[config.mk]
export PLATFORM = sky130hd
export DESIGN_NAME = acc_drain_flat
export DESIGN_NICKNAME = d
export VERILOG_FILES = /design/src/rtl/acc_drain_pkg.sv /design/src/rtl/acc_drain_if.sv /design/src/rtl/acc_drain.sv /design/src/flat_wrapper.sv
export SDC_FILE = /design/constraint.sdc
export NUM_CORES = 1
export LEC_CHECK = 0
export BUFFER_PORTS_ARGS = -buffer_cell sky130_fd_sc_hd__buf_2
export CAP_MARGIN = 20
export CORE_UTILIZATION = 24
export CTS_CLUSTER_SIZE = 40
export DETAILED_ROUTE_END_ITERATION = 10
export PLACE_DENSITY = 0.54
export SYNTH_ARGS = -nofsm -noshare
export SYNTH_HDL_FRONTEND = slang
export SYNTH_SLANG_ARGS = --single-unit
[constraint.sdc]
create_clock -name clk -period 6.79 [get_ports clk]
set_input_delay 0.679 -clock clk [delete_from_list [all_inputs] [get_ports clk]]
set_output_delay 0.679 -clock clk [all_outputs]
set_load 0.05 [all_outputs]
[src/rtl/acc_drain_pkg.sv]
// Shared definitions for the accumulator drain path.
// Holds the drain FSM state type and the default data/address widths
// shared with the accumulator and the unified buffer, plus a helper
// that sizes the entry index counter.
package acc_drain_pkg;

  localparam int DEF_DATA_WIDTH = 32;
  localparam int DEF_ADDR_WIDTH = 8;

  typedef enum logic [1:0] {
    ST_IDLE = 2'd0,
    ST_SEND = 2'd1,
    ST_DONE = 2'd2
  } state_t;

  // Index counter width: ceil(log2(n)), never less than one bit.
  function automatic int idx_width(input int n);
    return (n > 1) ? $clog2(n) : 1;
  endfunction

endpackage

[src/rtl/acc_drain_if.sv]
// Writeback stream interface from the accumulator drain to the unified
// buffer.
//   out_valid : entry on out_data/out_addr is valid (master -> slave)
//   out_ready : consumer accepts the entry this cycle (slave -> master)
//   out_data  : entry value                           (master -> slave)
//   out_addr  : writeback address of the entry        (master -> slave)
interface acc_drain_if
  import acc_drain_pkg::*;
#(
  parameter int DATA_WIDTH = DEF_DATA_WIDTH,
  parameter int ADDR_WIDTH = DEF_ADDR_WIDTH
) ();

  logic                  out_valid;
  logic                  out_ready;
  logic [DATA_WIDTH-1:0] out_data;
  logic [ADDR_WIDTH-1:0] out_addr;

  modport master (
    output out_valid,
    output out_data,
    output out_addr,
    input  out_ready
  );

  modport slave (
    input  out_valid,
    input  out_data,
    input  out_addr,
    output out_ready
  );

endinterface

[src/rtl/acc_drain.sv]
// Accumulator drain: reader end of the accumulator interface.
// Waits for acc_full, snapshots every accumulated entry in one cycle,
// streams the entries one per valid/ready handshake with sequential
// writeback addresses, then pulses done/acc_clear so the accumulator
// can refill for the next tile.
// Ports:
//   clk       : system clock, rising edge
//   reset     : asynchronous active-high reset
//   acc_full  : accumulator full flag (level)
//   acc_data  : flattened entries, entry i at [i*DATA_WIDTH +: DATA_WIDTH]
//   base_addr : writeback start address, captured with the snapshot
//   out_if    : writeback stream (master side: valid/data/addr, ready in)
//   busy      : high while entries are being streamed
//   done      : one-cycle pulse after the last entry is accepted
//   acc_clear : one-cycle clear request to the accumulator, with done
module acc_drain
  import acc_drain_pkg::*;
#(
  parameter int NUM_ENTRIES = 2,
  parameter int DATA_WIDTH  = DEF_DATA_WIDTH,
  parameter int ADDR_WIDTH  = DEF_ADDR_WIDTH
) (
  input  logic                              clk,
  input  logic                              reset,
  input  logic                              acc_full,
  input  logic [NUM_ENTRIES*DATA_WIDTH-1:0] acc_data,
  input  logic [ADDR_WIDTH-1:0]             base_addr,
  acc_drain_if.master                       out_if,
  output logic                              busy,
  output logic                              done,
  output logic                              acc_clear
);

  localparam int IDX_W = idx_width(NUM_ENTRIES);
  localparam logic [IDX_W-1:0] LAST_IDX = IDX_W'(NUM_ENTRIES - 1);

  state_t                 state;
  logic [IDX_W-1:0]       index;
  logic [IDX_W-1:0]       next_idx;
  logic                   armed;
  logic [ADDR_WIDTH-1:0]  base_lat;
  logic [DATA_WIDTH-1:0]  snap [NUM_ENTRIES];
  logic                   hs;

  assign next_idx = index + IDX_W'(1);
  assign hs       = out_if.out_valid && out_if.out_ready;

  // All outputs are registered. The output stage is loaded with the next
  // entry on the same edge that accepts the current one, so back-to-back
  // accepted entries stream without a bubble.
  always_ff @(posedge clk or posedge reset) begin
    if (reset) begin
      state            <= ST_IDLE;
      index            <= '0;
      armed            <= 1'b1;
      base_lat         <= '0;
      for (int i = 0; i < NUM_ENTRIES; i++) snap[i] <= '0;
      out_if.out_valid <= 1'b0;
      out_if.out_data  <= '0;
      out_if.out_addr  <= '0;
      busy             <= 1'b0;
      done             <= 1'b0;
      acc_clear        <= 1'b0;
    end else begin
      done      <= 1'b0;
      acc_clear <= 1'b0;
      case (state)
        ST_IDLE: begin
          if (acc_full && armed) begin
            for (int i = 0; i < NUM_ENTRIES; i++)
              snap[i] <= acc_data[i*DATA_WIDTH +: DATA_WIDTH];
            base_lat         <= base_addr;
            index            <= '0;
            armed            <= 1'b0;
            busy             <= 1'b1;
            out_if.out_valid <= 1'b1;
            out_if.out_data  <= acc_data[DATA_WIDTH-1:0];
            out_if.out_addr  <= base_addr;
            state            <= ST_SEND;
          end else if (!acc_full) begin
            // Only a low full flag seen in IDLE re-arms; a flag still high
            // from the previous tile must not start a second drain.
            armed <= 1'b1;
          end
        end
        ST_SEND: begin
          if (hs) begin
            if (index == LAST_IDX) begin
              out_if.out_valid <= 1'b0;
              busy             <= 1'b0;
              done             <= 1'b1;
              acc_clear        <= 1'b1;
              state            <= ST_DONE;
            end else begin
              index           <= next_idx;
              out_if.out_data <= snap[next_idx];
              // Address arithmetic wraps modulo 2^ADDR_WIDTH.
              out_if.out_addr <= base_lat + ADDR_WIDTH'(next_idx);
            end
          end
        end
        ST_DONE: begin
          state <= ST_IDLE;
        end
        default: begin
          state <= ST_IDLE;
        end
      endcase
    end
  end

endmodule

[src/flat_wrapper.sv]
// flat-port wrapper written by rule: the top's interface ports become plain ports
module acc_drain_flat import acc_drain_pkg::*;
#(
  parameter int NUM_ENTRIES = 2,
  parameter int DATA_WIDTH  = DEF_DATA_WIDTH,
  parameter int ADDR_WIDTH  = DEF_ADDR_WIDTH
)
  (clk, reset, acc_full, acc_data, base_addr, busy, done, acc_clear, out_if_out_valid, out_if_out_data, out_if_out_addr, out_if_out_ready);
  acc_drain_if #(.DATA_WIDTH(DATA_WIDTH), .ADDR_WIDTH(ADDR_WIDTH)) out_if_i ();
  input  logic clk;
  input  logic reset;
  input  logic acc_full;
  input  logic [NUM_ENTRIES*DATA_WIDTH-1:0] acc_data;
  input  logic [ADDR_WIDTH-1:0] base_addr;
  output logic busy;
  output logic done;
  output logic acc_clear;
  output wire logic [$bits(out_if_i.out_valid)-1:0] out_if_out_valid;
  output wire logic [$bits(out_if_i.out_data)-1:0] out_if_out_data;
  output wire logic [$bits(out_if_i.out_addr)-1:0] out_if_out_addr;
  input wire logic [$bits(out_if_i.out_ready)-1:0] out_if_out_ready;
  assign out_if_out_valid = out_if_i.out_valid;
  assign out_if_out_data = out_if_i.out_data;
  assign out_if_out_addr = out_if_i.out_addr;
  assign out_if_i.out_ready = out_if_out_ready;
  acc_drain #(.NUM_ENTRIES(NUM_ENTRIES), .DATA_WIDTH(DATA_WIDTH), .ADDR_WIDTH(ADDR_WIDTH)) u_core (.clk(clk), .reset(reset), .acc_full(acc_full), .acc_data(acc_data), .base_addr(base_addr), .out_if(out_if_i), .busy(busy), .done(done), .acc_clear(acc_clear));
endmodule
==> results.md <==
Logic synthesis:
- The post-synthesis cell type with the largest combined area is sky130_fd_sc_hd__dfrtp_1.
- A synthesized cell averages 9.15 um^2.
- The mapped cell area is 3610 um^2.
- The number of warning messages in the yosys log is 0.
- In the synthesized netlist the dominant register cell turns out to be sky130_fd_sc_hd__dfrtp_1.
- The cell count after synthesis came out at 395.
- By area the synthesized netlist is led by sky130_fd_sc_hd__dfrtp_1 59%, sky130_fd_sc_hd__nand2_1 14%, sky130_fd_sc_hd__o22ai_1 5.5%.
- The number of flops mapped to enable cells by yosys is 0.
- The post-synthesis cell type count is 29.
- In this run, synthesis produced a sequential element count of 86.
- The share of the synthesized area in the top cell type is 58.9%.
- Sequential cells were found to cover 59.6% of the synthesized design area.
- In the synthesized netlist, the cells that appear most often are 137 x sky130_fd_sc_hd__nand2_1, 85 x sky130_fd_sc_hd__dfrtp_1, 43 x sky130_fd_sc_hd__nor2_1.
- Counting every net in the synthesized netlist gives 473.
- The most frequent cell after synthesis is sky130_fd_sc_hd__nand2_1.
- The fraction of synthesis flops using an asynchronous set or reset pin is 100%.

STA:
- Setup repair after global routing left no endpoint under its margin.
- The worst pin sits at a relative slew slack of 30.9%.
- The post-route fraction of the period consumed by the critical path is 37.4%.
- The setup TNS is 0 ns.
- Clock skew on the completed layout was measured at 0.00837 ns.
- The final critical path time including I/O delays and setup is 2.54 ns.
- The number of failing hold endpoints at the final stage is 0.
- The max-slew violation total from the final report came to 0.
- For the pin with the worst max-slew slack, the measured transition is 1.03 ns.
- Setup violations remaining at the end of the flow were counted as 0.
- For this run, the top clock speed supported by timing is 393 MHz.

Placed design:
- The detailed placer's ending HPWL is 6.55 mm.
- The placer congestion estimate is 0.714.
- In this run the tool buffered the top-level ports with 119 buffer cells.

Route:
- The detail route stage leaves a number of antenna-violating nets equal to 0.
- For this run, design rule violations remaining after detail routing come to 0.
- The detailed router placed 3081 vias in this run.
- The per-cell routed wire length is 14.6 um.
- The violation count after the first detailed-routing iteration is 130.
- The per-cell via count in the routed design is 4.45.
- The routed design has 10.1 mm of wire.
- The number of iterations in the first detailed-routing pass is 4.

Clock network:
- In this run the deepest clock path goes through 2 buffers.
- The clock net in this run drives a total of 86 sinks.
- Post-CTS timing repair inserted 0 buffers for setup.
- CTS placed an instance of sky130_fd_sc_hd__clkbuf_16 at the clock tree root.
- Counting the buffers created by CTS gives 9.
- The clock latency on the worst-skew pair is 0.33 ns.
- TritonCTS built the clock tree.
- The number of cells upsized or downsized after cts is 0.
- CTS built an H-tree with a depth of 3.
- The clock transition at the registers of the reported paths is 0.06 ns.
- In this run, post-CTS hold repair placed 0 buffers.

Power and ir drop:
- VDD sags by at most 0.0896 mV.
- Sequential cells account for 50.8% of the total power.
- The part of the power in the clock network is 45.7%.
- Combinational cells account for 3.5% of the total power.
- The cell area power density is 216 nW/um^2.
- The standby leakage power is 2.57 nW.
- The internal portion of the total power is 0.795 mW.
- The switching share of power is 21.3%.
- The switching power of the nets is 0.215 mW.

Worst setup path:
- The maximum net fanout on the critical path is 45.
- The signal on the critical path passes through nand4bb_4, nand2_1, buf_4, a21oi_1.
- The slowest stage of the critical path is the sky130_fd_sc_hd__nand2_1 cell.
- For this run, the slowest stage of the critical path takes 0.78 ns.
- The worst reg2reg path endpoint is u_core.out_if.out_data[16]$_DFFE_PP0P_.
- STA classifies the critical path endpoint as a register.
- The startpoint identified for the worst register-to-register timing path is u_core.state[0]$_DFFE_PP0P_.
- The arrival time of data at the critical path endpoint is 2.75 ns.
- The type of origin of the critical path is a register.
- The worst setup path category is reg -> reg.
- The worst reg-to-reg path cell count is 4.
- The worst endpoint required time is 6.99 ns.
- The worst-case register-to-register setup slack is 4.25 ns.

GRT:
- The via count of the first global-routing pass came to 3222.
- The number of antenna violations at the first check in global routing was 2.
- The total overflow left after global routing is 0.
- For this run, the total global-route usage over all layers was measured as 13.4%.
- Entering global routing, the biggest net connects 87 pins.
- The first global-routing pass estimated 16.4 mm of wire.

Die:
- The horizontal die dimension is 125 um.
- The die height is 125 um.
- In this run the standard cell core region covers 14600 um^2.
- The number of placement rows is 44.
- Pin placement for this block handled 120 I/O pins.
- The starting density of the core is 24.8%.
- The die area is 15600 um^2.

Hold path:
- In this run the most critical hold path is launched from u_core.snap[1]$_DFFE_PP0P_.
- The worst-case hold path end point is u_core.snap[1]$_DFFE_PP0P_.
- The classification of the worst-slack hold path is reg -> reg.
- Counting instances, the worst hold path has a depth of 2.

Cells and area:
- The fraction of final layout cells sized beyond drive strength 1 is 28.4%.
- The area growth from synthesis to layout is 29.1%.
- The post-layout utilization of the core is 32.0%.
- The net total in the final layout is 581.

Outcome:
- The flow ran to the end, and the final reports show no timing, DRC or antenna violations.

Run:
- Across the run, the number of max-cap violations was 0.
-- power by group through the flow --
stage	combinational [mW]	clock (mW)	sequential, mW
floorplan	0.00783	0	0.522
global placement	0.0345	0	0.522
detailed placement	0.0351	0	0.522
finish	0.0355	0.462	0.512
global route	0.0400	0.495	0.512
CTS	0.0354	0.479	0.512
-- worst max path at each step --
stage	startpoint	endpoint	slack, ns	depth (start not counted)
global placement	acc_full	u_core.out_if.out_addr[7]$_DFFE_PP0P_	3.71	5
global route	u_core.state[0]$_DFFE_PP0P_	u_core.out_if.out_data[18]$_DFFE_PP0P_	3.98	4
CTS	u_core.state[0]$_DFFE_PP0P_	u_core.out_if.out_addr[7]$_DFFE_PP0P_	3.83	4
floorplan	reset	u_core.base_lat[0]$_DFFE_PP0P_	3.89	1
detailed placement	acc_full	u_core.out_if.out_addr[7]$_DFFE_PP0P_	3.59	5
finish	u_core.state[0]$_DFFE_PP0P_	u_core.out_if.out_data[16]$_DFFE_PP0P_	4.25	4
-- state kept, by name, summed over array words and instances, names as in the netlist --
register / cells
u_core.out_if.out_data: 32
u_core.index: 1
u_core.snap: 32
u_core.armed: 1
u_core.base_lat: 8
u_core.out_if.out_addr: 8
u_core.done: 1
u_core.state: 2
u_core.out_if.out_valid: 1
-- per-stage QoR --
stage | hold WS [ns] | setup slack, ns | instance area [um^2] | instances | power, mW
after floorplan | 0.446 | 3.89 | 3610 | 395 | 0.530
after global placement | 0.458 | 3.71 | 4340 | 674 | 0.556
after detailed placement | 0.464 | 3.59 | 4340 | 674 | 0.557
after CTS | 0.479 | 3.83 | 4610 | 689 | 1.03
after global routing | 0.494 | 3.98 | 4660 | 692 | 1.05
final | 0.474 | 4.25 | 4660 | 692 | 1.01
-- logic make-up after synthesis --
logic type	count (synthesis)	synth area share [%]
adder cells (fa/ha/maj)	2	0.692
flip-flops	86	59.6
buffers and inverters	30	4.26
AO/OA/AOI/OAI	81	12.9
AND/OR/NAND/NOR	190	21.1
XOR/XNOR	6	1.45
-- layout by cell type, fill, tap and decap left out --
cell,instances
sky130_fd_sc_hd__a21boi_4,1
sky130_fd_sc_hd__nand3b_1,1
sky130_fd_sc_hd__nand2b_1,1
sky130_fd_sc_hd__nand4_1,1
sky130_fd_sc_hd__nor2_1,43
sky130_fd_sc_hd__a31oi_1,2
sky130_fd_sc_hd__diode_2,1
sky130_fd_sc_hd__o22ai_1,32
sky130_fd_sc_hd__clkbuf_16,9
sky130_fd_sc_hd__buf_4,3
sky130_fd_sc_hd__dfrtp_1,85
sky130_fd_sc_hd__clkbuf_8,2
sky130_fd_sc_hd__buf_16,1
sky130_fd_sc_hd__and4_1,1
sky130_fd_sc_hd__buf_2,119
sky130_fd_sc_hd__o21ai_0,8
sky130_fd_sc_hd__xor2_1,2
sky130_fd_sc_hd__a22o_1,1
sky130_fd_sc_hd__nand4b_1,1
sky130_fd_sc_hd__and3_2,1
sky130_fd_sc_hd__nand2_1,137
sky130_fd_sc_hd__buf_12,1
sky130_fd_sc_hd__o211ai_1,3
sky130_fd_sc_hd__nor2b_4,1
sky130_fd_sc_hd__nand4bb_4,1
sky130_fd_sc_hd__ha_1,2
sky130_fd_sc_hd__inv_1,2
sky130_fd_sc_hd__a21oi_1,34
sky130_fd_sc_hd__nand3_1,2
sky130_fd_sc_hd__dfstp_2,1
sky130_fd_sc_hd__clkinv_2,2
sky130_fd_sc_hd__xnor2_1,4
sky130_fd_sc_hd__clkbuf_1,1
sky130_fd_sc_hd__clkinvlp_4,2
-- area by class of cell --
cell class              instances  area, um^2
diodes                          1        2.50
clock buffers                  12         256
clock inverters                 3        20.0
fillers                      1575        9930
inverters                       3        12.5
multi-input cells             279        1320
flip-flops and latches         86        2150
well taps                     184         230
repair buffers                124         666
-- per-layer routing --
layer	wire length (um)	vias up	share of wire, %	GRT usage, %
li1	-	1525	-	-
met1	4650	1459	46	17.9
met2	4780	87	47	21.1
met3	516	8	5.1	3.22
met4	126	2	1.3	4.25
met5	8	-	0.079	0
-- worst max-delay path, delay by kind of cell, from the launching register on --
family	cells	cell delay, ns
simple gates	2	1.52
compound gates	1	0.10
buf+inv	1	0.36
flops	1	0.43
No activity file was read; power rests on OpenSTA's default activity.
